### src/rtl/rv32_mem_pkg.sv
// Shared RV32 data-memory definitions: funct3 load/store encodings, LSU state
// encoding and the funct3 legality rule.
package rv32_mem_pkg;

   localparam logic [2:0] F3_B  = 3'b000;
   localparam logic [2:0] F3_H  = 3'b001;
   localparam logic [2:0] F3_W  = 3'b010;
   localparam logic [2:0] F3_BU = 3'b100;
   localparam logic [2:0] F3_HU = 3'b101;

   localparam logic [2:0] ST_IDLE     = 3'd0;
   localparam logic [2:0] ST_READ     = 3'd1;
   localparam logic [2:0] ST_RMW_READ = 3'd2;
   localparam logic [2:0] ST_WRITE    = 3'd3;
   localparam logic [2:0] ST_DONE     = 3'd4;

   // Unsigned formats only exist for loads.
   function automatic logic f3_legal(input logic [2:0] funct3, input logic is_store);
      logic ok;
      ok = 1'b0;
      case (funct3)
         F3_B, F3_H, F3_W: ok = 1'b1;
         F3_BU, F3_HU:     ok = !is_store;
         default:          ok = 1'b0;
      endcase
      return ok;
   endfunction

endpackage

### src/rtl/lsu_align.sv
// Combinational lane handling for the LSU: load extract/extend, sub-word
// store merge, and alignment/legality check of a funct3 + byte offset.
module lsu_align
   import rv32_mem_pkg::*;
(
   input  logic [2:0]  funct3,
   input  logic [1:0]  byte_off,
   input  logic        is_store,
   input  logic [31:0] mem_word,
   input  logic [15:0] store_data,
   output logic [31:0] load_result,
   output logic [31:0] merged_word,
   output logic        misaligned,
   output logic        illegal
);

   logic [7:0]  lane_b;
   logic [15:0] lane_h;

   always_comb begin
      lane_b = mem_word[{byte_off, 3'b000} +: 8];
      lane_h = byte_off[1] ? mem_word[31:16] : mem_word[15:0];

      case (funct3)
         F3_B:    load_result = {{24{lane_b[7]}}, lane_b};
         F3_BU:   load_result = {24'd0, lane_b};
         F3_H:    load_result = {{16{lane_h[15]}}, lane_h};
         F3_HU:   load_result = {16'd0, lane_h};
         default: load_result = mem_word;
      endcase

      merged_word = mem_word;
      if (funct3 == F3_B) begin
         merged_word[{byte_off, 3'b000} +: 8] = store_data[7:0];
      end else if (funct3 == F3_H) begin
         if (byte_off[1]) merged_word[31:16] = store_data;
         else             merged_word[15:0]  = store_data;
      end

      misaligned = (((funct3 == F3_H) || (funct3 == F3_HU)) && byte_off[0]) ||
                   ((funct3 == F3_W) && (byte_off != 2'b00));
      illegal    = !f3_legal(funct3, is_store);
   end

endmodule

### src/rtl/load_store_unit.sv
// MEM-stage load/store unit: turns RV32 byte/half/word loads and stores into
// word-only data_memory accesses, using read-modify-write for SB/SH.
module load_store_unit
   import rv32_mem_pkg::*;
#(
   parameter int ADDR_WIDTH = 12
) (
   input  logic                  clk,
   input  logic                  reset,
   input  logic                  lsu_read,
   input  logic                  lsu_write,
   input  logic [2:0]            lsu_funct3,
   input  logic [31:0]           lsu_addr,
   input  logic [31:0]           lsu_wdata,
   output logic                  lsu_stall,
   output logic                  lsu_done,
   output logic [31:0]           lsu_rdata,
   output logic                  lsu_fault,
   output logic                  mem_read_req,
   output logic                  mem_write_req,
   output logic [ADDR_WIDTH-1:0] mem_addr,
   output logic [31:0]           mem_write_data,
   input  logic [31:0]           mem_read_data,
   input  logic                  mem_read_valid,
   input  logic                  mem_write_back_valid
);

   // Handshake: a memory request is a level held until its one-cycle valid
   // pulse; the request drops combinationally in that same cycle so the memory
   // never starts a second access. The pipeline holds lsu_read/lsu_write while
   // lsu_stall is high and advances in the single DONE cycle.
   logic [2:0]            state;
   logic [2:0]            funct3_q;
   logic [ADDR_WIDTH-1:0] addr_q;
   logic [15:0]           wdata_q;
   logic                  store_q;

   logic                  in_idle;
   logic [2:0]            sel_funct3;
   logic [1:0]            sel_off;
   logic                  sel_store;
   logic [31:0]           load_result;
   logic [31:0]           merged_word;
   logic                  misaligned;
   logic                  illegal;
   logic                  out_of_range;
   logic                  fault_in;

   // In IDLE the checker looks at the live request; afterwards at the capture.
   assign in_idle      = (state == ST_IDLE);
   assign sel_funct3   = in_idle ? lsu_funct3 : funct3_q;
   assign sel_off      = in_idle ? lsu_addr[1:0] : addr_q[1:0];
   assign sel_store    = in_idle ? lsu_write : store_q;
   assign out_of_range = |lsu_addr[31:ADDR_WIDTH];
   assign fault_in     = misaligned || illegal || out_of_range;

   lsu_align u_align (
      .funct3      (sel_funct3),
      .byte_off    (sel_off),
      .is_store    (sel_store),
      .mem_word    (mem_read_data),
      .store_data  (wdata_q),
      .load_result (load_result),
      .merged_word (merged_word),
      .misaligned  (misaligned),
      .illegal     (illegal)
   );

   assign lsu_stall     = (lsu_read || lsu_write) && (state != ST_DONE);
   assign lsu_done      = (state == ST_DONE);
   assign mem_read_req  = ((state == ST_READ) || (state == ST_RMW_READ)) && !mem_read_valid;
   assign mem_write_req = (state == ST_WRITE) && !mem_write_back_valid;
   assign mem_addr      = {addr_q[ADDR_WIDTH-1:2], 2'b00};

   always_ff @(posedge clk) begin
      if (reset) begin
         state          <= ST_IDLE;
         funct3_q       <= 3'd0;
         addr_q         <= '0;
         wdata_q        <= 16'd0;
         store_q        <= 1'b0;
         lsu_rdata      <= 32'd0;
         lsu_fault      <= 1'b0;
         mem_write_data <= 32'd0;
      end else begin
         case (state)
            ST_IDLE: begin
               if (lsu_read || lsu_write) begin
                  funct3_q <= lsu_funct3;
                  addr_q   <= lsu_addr[ADDR_WIDTH-1:0];
                  wdata_q  <= lsu_wdata[15:0];
                  store_q  <= lsu_write;
                  if (fault_in) begin
                     lsu_fault <= 1'b1;
                     state     <= ST_DONE;
                  end else if (!lsu_write) begin
                     state <= ST_READ;
                  end else if (lsu_funct3 == F3_W) begin
                     mem_write_data <= lsu_wdata;
                     state          <= ST_WRITE;
                  end else begin
                     state <= ST_RMW_READ;
                  end
               end
            end
            ST_READ: begin
               if (mem_read_valid) begin
                  lsu_rdata <= load_result;
                  state     <= ST_DONE;
               end
            end
            ST_RMW_READ: begin
               if (mem_read_valid) begin
                  mem_write_data <= merged_word;
                  state          <= ST_WRITE;
               end
            end
            ST_WRITE: begin
               if (mem_write_back_valid) state <= ST_DONE;
            end
            ST_DONE: begin
               lsu_rdata <= 32'd0;
               lsu_fault <= 1'b0;
               state     <= ST_IDLE;
            end
            default: state <= ST_IDLE;
         endcase
      end
   end

endmodule

### config.mk
export PLATFORM = sky130hd
export DESIGN_NAME = load_store_unit
export DESIGN_NICKNAME = d
export VERILOG_FILES = /design/src/rtl/rv32_mem_pkg.sv /design/src/rtl/lsu_align.sv /design/src/rtl/load_store_unit.sv
export SDC_FILE = /design/constraint.sdc
export NUM_CORES = 1
export LEC_CHECK = 0
export CAP_MARGIN = 40
export CORE_UTILIZATION = 44
export CTS_BUF_LIST = sky130_fd_sc_hd__clkbuf_8
export CTS_CLUSTER_DIAMETER = 60
export DETAILED_ROUTE_END_ITERATION = 8
export PLACE_DENSITY = 0.79
export SLEW_MARGIN = 30
export SYNTH_ARGS = -nofsm -noshare
export SYNTH_HDL_FRONTEND = slang
export SYNTH_HIERARCHICAL = 1
export SYNTH_SLANG_ARGS = --single-unit
### constraint.sdc
create_clock -name clk -period 3.5 [get_ports clk]
set_clock_uncertainty 0.2 [all_clocks]
set_input_delay 0.7 -clock clk [delete_from_list [all_inputs] [get_ports clk]]
set_output_delay 0.7 -clock clk [all_outputs]
set_load 0.01 [all_outputs]
Word-level counts from Yosys, hierarchy flattened
Cells that the tools add are included.

storage, ports and cells
  register bits = 100
  input bits = 105
  output and inout bits = 81
  word-level logic and storage cells = 89

cells by class
  $add $sub $neg = 1
  eq/ne operators = 18
  shift-type cells = 3
  muxes and demuxes = 30
  reduce and logical (&&, ||, !) cells = 29

operator list
  cell                                                                      number
  32-bit two-way mux                                                        8
  32-bit one-hot mux with 2 select lines                                    2
  32-bit one-hot mux with 4 select lines                                    1
  16-bit two-way mux                                                        3
  32-bit bitwise mux                                                        1
  8-bit by 7-bit variable shift with 32-bit output (first input constant)   1
  32-bit by 6-bit variable part select with 8-bit output                    1
  8-bit by 7-bit variable part select with 32-bit output                    1
  20-bit OR reduction                                                       1
  3-bit two-way mux                                                         6
  3-bit by 2-bit equality test with 1-bit output (second input constant)    4
  3-bit one-hot mux with 4 select lines                                     1
  2-bit inequality test (second input constant)                             5
  3-bit equality test (second input constant)                               3
  2-bit nonzero test                                                        4
  5-bit negation with 7-bit output                                          1
  3-bit by 1-bit equality test with 1-bit output (second input constant)    2
  3-bit zero test                                                           2
  1-bit logical OR                                                          6
  2-bit by 1-bit inequality test with 1-bit output (second input constant)  3
  6-bit AND reduction                                                       1
  1-bit logical AND                                                         5
  1-bit zero test                                                           4
  1-bit two-way mux                                                         4
  8 further kinds                                                           11

Longest topological paths before layout
  word-level depth = 11
  gate-level depth with buffers = 17

Hierarchy
The synthesis kept the hierarchy.

modules (own cells, without submodules)
  module           instances  cells an instance  area each (µm²)  sequential area each (µm²)
  load_store_unit  1          556                4551.9           2001.9
  lsu_align        1          238                1473.9           0.0

Worst setup path before layout
Ideal clock, no wire load.

  path kind = reg2reg
  from = register state[1]
  to = register mem_write_data[25]
  library setup time = 0.081 ns
  arrival = 3.204 ns
  setup slack = 0.014 ns
  cell stages (with the launch flop) = 15
  buffers on the path = 1
  cell sequence = dfxtp_1 > buf_1 > nor3_1 > nand2_1 > nand2_1 > inv_1 > ha_1 > nor3b_2 > nor3b_2 > a221oi_1 > a211oi_1 > mux2i_1 > nand2_1 > a21oi_1 > a211oi_2

on the way
  elaborated cells on any way between the ends = 38
  classes of those cells = 1 x add/sub; 10 x eq/ne; 2 x shift; 10 x mux; 15 x reduce/logical

RTL lines
  what                                                                                                                        line                    source
  from (decl)                                                                                                                 load_store_unit.sv:32   logic [2:0] state;
  from (signal assigned)                                                                                                      load_store_unit.sv:77   state <= ST_IDLE;
  from (signal assigned)                                                                                                      load_store_unit.sv:95   state <= ST_DONE;
  from (signal assigned)                                                                                                      load_store_unit.sv:97   state <= ST_READ;
  3-bit zero test *                                                                                                           load_store_unit.sv:50   assign in_idle = (state == ST_IDLE);
  2-bit two-way mux *                                                                                                         load_store_unit.sv:52   assign sel_off = in_idle ? lsu_addr[1:0] : addr_q[1:0];
  via sel_off[0]                                                                                                              load_store_unit.sv:40   logic [1:0] sel_off;
  5-bit negation with 7-bit output *                                                                                          lsu_align.sv:34         merged_word[{byte_off, 3'b000} +: 8] = store_data[7:0];
  8-bit by 7-bit variable part select with 32-bit output or 8-bit by 7-bit variable shift with 32-bit output (tied branches)  lsu_align.sv:34
  32-bit bitwise mux *                                                                                                        lsu_align.sv:34
  32-bit two-way mux *                                                                                                        lsu_align.sv:33         if (funct3 == F3_B) begin
  via merged_word[25]                                                                                                         load_store_unit.sv:43   logic [31:0] merged_word;
  32-bit two-way mux *                                                                                                        load_store_unit.sv:113  if (mem_read_valid) begin
  32-bit one-hot mux with 2 select lines *                                                                                    load_store_unit.sv:86   case (state)
  to (signal assigned)                                                                                                        load_store_unit.sv:99   mem_write_data <= lsu_wdata;
  to (signal assigned)                                                                                                        load_store_unit.sv:114  mem_write_data <= merged_word;
  to (decl)                                                                                                                   load_store_unit.sv:22   output logic [31:0] mem_write_data,

Mark *: on every way through the listed nets, which the timed path passes. The rest lies on a longest branch. The select of a mux whose other input is x is not followed.
A chain may end at the register's enable or synchronous reset.

Worst setup path after layout
  from = register state[0]
  to = register mem_write_data[16]

on the way
  elaborated cells on any way between the ends = 38
  classes of those cells = 1 x add/sub; 10 x eq/ne; 2 x shift; 10 x mux; 15 x reduce/logical

RTL lines
  what                                      line                   source
  3-bit zero test *                         load_store_unit.sv:50
  2-bit two-way mux *                       load_store_unit.sv:52
  via sel_off[0]                            load_store_unit.sv:40
  2-bit nonzero test                        lsu_align.sv:41        ((funct3 == F3_W) && (byte_off != 2'b00));
  1-bit logical AND                         lsu_align.sv:41
  1-bit logical OR *                        lsu_align.sv:40        misaligned = (((funct3 == F3_H) || (funct3 == F3_HU)) && byte_off[0]) ||
  via misaligned                            load_store_unit.sv:44  logic misaligned;
  1-bit logical OR * (2 in a row)           load_store_unit.sv:55  assign fault_in = misaligned || illegal || out_of_range;
  2-bit inequality test (no source line) *  --
  6-bit AND reduction (no source line) *    --

Marks and branches as above.

==> metrics.md <==
| Metric | Value |
|---|---|
| Total clock buffers created by CTS | `9` |
| Clock Latency Late Sink | `0.39 ns` |
| Fill count | `1167` |
| # Post-CTS Setup Buffers | `0` |
| Worst slew margin | `a little under 50%` |
| Critical path data arrival time | `3.18 ns` |
| CTS sink cnt | `100` |
| Max Root-Sink Buffers | `2` |
| Final setup viols | `0` |
| Clock-pin slew on the worst setup and hold paths | `approximately 0.1 ns` |
| Reg2Reg Depth | `13` |
| Async SR Flop Fraction | `0%` |
| Crit-path max cell delay | `about 0.53 ns` |
| Syn avg cell area | `between 7 and 8 sq um` |
| Post-layout min period | `3.12 ns` |
| Final hold vios | `0` |
| RSZ-0062 raised after global routing | `false` |
| Worst-path fanout max | `32` |
| Cells on Worst Hold Path | `2` |
| Fin crit share | `89.2%` |
| Chip width | `roughly 120 microns` |
| Gr ovfl total | `0` |
| ANT nets after route | `0` |
| Pwr Total | `2.92 mW` |
| Avg Vias per Cell | `~5.5` |
| Initial antenna violation count | `0` |
| Post-synthesis sequential area ratio | `33.2%` |
| Most numerous cell on the critical path | `nand2_1` |
| Post-DR wirelength/cell | `between 15 and 20 microns` |
| Crit-path slowest cell | `or4_4` |
| Core area | `13300 sq um` |
| CP Capture Type | `flop` |
| Vias in the first global route | `5941` |
| Critical path class | `reg2reg` |
| Setup tns final | `0 ns` |
| GRT met2 Usage | `44.0%` |
| Startpoint type of the worst setup path | `flop` |
| Die ar. | `14200 sq um` |
| Root Driver | `clkbuf_8` |
| Total Routing Usage GR | `27.9%` |
| Initial Utilization | `45.3%` |
| CP required | `approximately 3.6 ns` |
| Maxcap violations | `0` |
| Peak supply drop | `0.222 mV` |
| Starting DRT DRC Count | `630` |
| PwrDens | `350 nW/um^2` |
| Hold WC Path Type | `reg2reg` |
| Most used flip-flop cell after synthesis | `dfxtp_1` |
| Worst-margin pin slew | `around 0.75 ns` |
| Status | `finished, final reports clean` |
| Multi-input logic area | `between 3000 and 4000 sq um` |
| Post-route insts no fill | `between 1000 and 1500` |
| DRC | `0` |
| Synthesis Warnings | `6` |
| DP Cell Count | `1126` |
| Slew Viols, Final | `0` |
| Final HPWL DP | `14.7 mm` |
| Gr busiest metal | `met2` |
| Post-Syn Instances | `794` |
| GR Layer Usage met1 | `36.9%` |
| H-tree depth | `3` |
| Antenna diode count | `0` |
| Resized cells post-CTS | `0` |
| Die Y-Extent | `119 microns` |
| I/O Pins | `186` |
| RePlAce Congestion | `0.947` |
| Cell Area, Synth | `6030 sq um` |
| Storage element area | `2000 sq um` |
| Final Net Count | `1071` |
| # hold bufs at CTS | `0` |
| Final WL | `between 15 and 20 mm` |
| Total number of vias | `6327` |
| Post-synth cell types | `54` |
| Layout cell share with drive strength beyond 1 | `11.7%` |
| Yosys reg bits | `100` |
| # rows | `between 40 and 50` |
| M3 GR Usage | `5.99%` |
| EDFF count, synth | `0` |
| Synth-to-layout area growth | `38.2%` |
| First drt pass iteration count | `5` |
| Peak Freq | `0.320 GHz` |
| First-pass GRT wire length | `31.3 mm` |
| CTS tree | `built` |
| Port-buffer cells | `183` |
| Largest net degree at the start of global routing | `between 40 and 50` |
| Sequence of cells on the critical path | `or3_4 -> nand2_1 -> nand2_1 -> inv_1 -> ha_1 -> nand3b_1 -> o21ai_0 -> nor2_1 -> nand2_1 -> or4_4 -> buf_4 -> a21oi_1 -> a211oi_2` |
| Pleak | `3.04 nW` |
## registers in the layout (all words and copies together), names as in the netlist
register	cells
lsu_fault	1
addr_q	12
mem_write_data	32
wdata_q	16
lsu_rdata	32
state	3
store_q	1
funct3_q	3
## metal layers
metal	up-vias	wire length (microns)
li1	3067	-
met1	2937	8810
met2	280	8880
met3	43	1440
met4	0	599
met5	-	0
## path summary, 6_finish.rpt
path	from	to	slack [ns]
max	state[0]	mem_write_data[16]	0.38
min	addr_q[10]	addr_q[10]	0.26
max reg2reg	state[0]	mem_write_data[16]	0.38
min reg2reg	addr_q[10]	addr_q[10]	0.26
## worst max-delay path: cells and delay by family (launching register included)
family | cells | cell delay, ns
and+or+nand+nor | 7 | 1.42
adders and majority gates | 1 | 0.23
AOI/OAI and AO/OA | 3 | 0.37
DFF | 1 | 0.37
buffers and inverters | 2 | 0.38
## synth_stat cells (4+ instances only)
| library cell | count | share of area [%] |
|---|---|---|
| a211oi_1 | 4 | 0.50 |
| a211oi_2 | 30 | 6.2 |
| a21oi_1 | 90 | 7.5 |
| a221o_1 | 5 | 0.83 |
| a22o_1 | 16 | 2.3 |
| a22oi_1 | 26 | 3.2 |
| buf_1 | 4 | 0.25 |
| buf_2 | 4 | 0.33 |
| buf_4 | 13 | 1.6 |
| buf_6 | 9 | 1.7 |
| clkbuf_1 | 42 | 2.6 |
| dfxtp_1 | 100 | 33 |
| ha_1 | 5 | 1.0 |
| inv_1 | 41 | 2.6 |
| mux2i_1 | 38 | 6.3 |
| nand2_1 | 199 | 12 |
| nand2b_1 | 4 | 0.42 |
| nand3_1 | 8 | 0.66 |
| nand4_1 | 4 | 0.42 |
| nor2_1 | 43 | 2.7 |
| nor2b_1 | 10 | 1.0 |
| nor3_1 | 5 | 0.42 |
| nor3b_1 | 4 | 0.50 |
| nor4_1 | 6 | 0.62 |
| o211ai_1 | 13 | 1.6 |
| o21ai_0 | 28 | 2.3 |
| o22ai_1 | 6 | 0.62 |
## metrics by stage
stage	util, %	hold slack, ns	instance area (sq um)	setup WS [ns]
floorplan	-	0.236	6030	0.0145
CTS	62.6	0.260	8330	0.382
detailed placement	60.8	0.245	8090	0.102
global route	62.6	0.271	8330	0.159
global placement	60.8	0.242	8080	0.151
finish	62.6	0.256	8330	0.376
## layout make-up
type	instances	area share, %
clock buffers	9	1.49
clock inverters	7	1.38
inverters	41	1.85
multi-input cells	582	42.2
flip-flops and latches	100	24.0
well taps	176	2.65
repair buffers	227	26.4
## layout by cell type, fill, tap and decap left out, drive strengths merged, types with 9 or more instances in the layout
cell type / synthesis / routed
a211oi: 34 / 34
a21oi: 90 / 90
a22o: 16 / 16
a22oi: 26 / 26
buf: 30 / 45
clkbuf: 42 / 9
clkdlybuf4s50: 0 / 182
dfxtp: 100 / 100
inv: 41 / 41
mux2i: 38 / 38
nand2: 199 / 199
nor2: 44 / 44
nor2b: 10 / 10
o211ai: 13 / 13
o21ai: 30 / 30
## logic make-up (layout without fill, tap and decap cells)
logic type | Yosys count | in the layout | share of synthesized area (%)
other cells | 1 | 2 | 0.0622
mux | 42 | 42 | 7.25
buf+inv | 113 | 284 | 9.05
fa+ha+maj | 5 | 5 | 1.04
compound gates | 229 | 229 | 27.2
flops | 100 | 100 | 33.2
simple gates | 303 | 303 | 22.0
xor+xnor | 1 | 1 | 0.145
## where the power goes
part	total, mW	leakage [nW]	internal, mW	switching, mW
sequential	1.21	0.813	1.17	0.0328
combinational	0.810	2.11	0.367	0.443
clock	0.901	0.115	0.472	0.429
total	2.92	3.04	2.01	0.905
(Power assumes the default switching activity.)
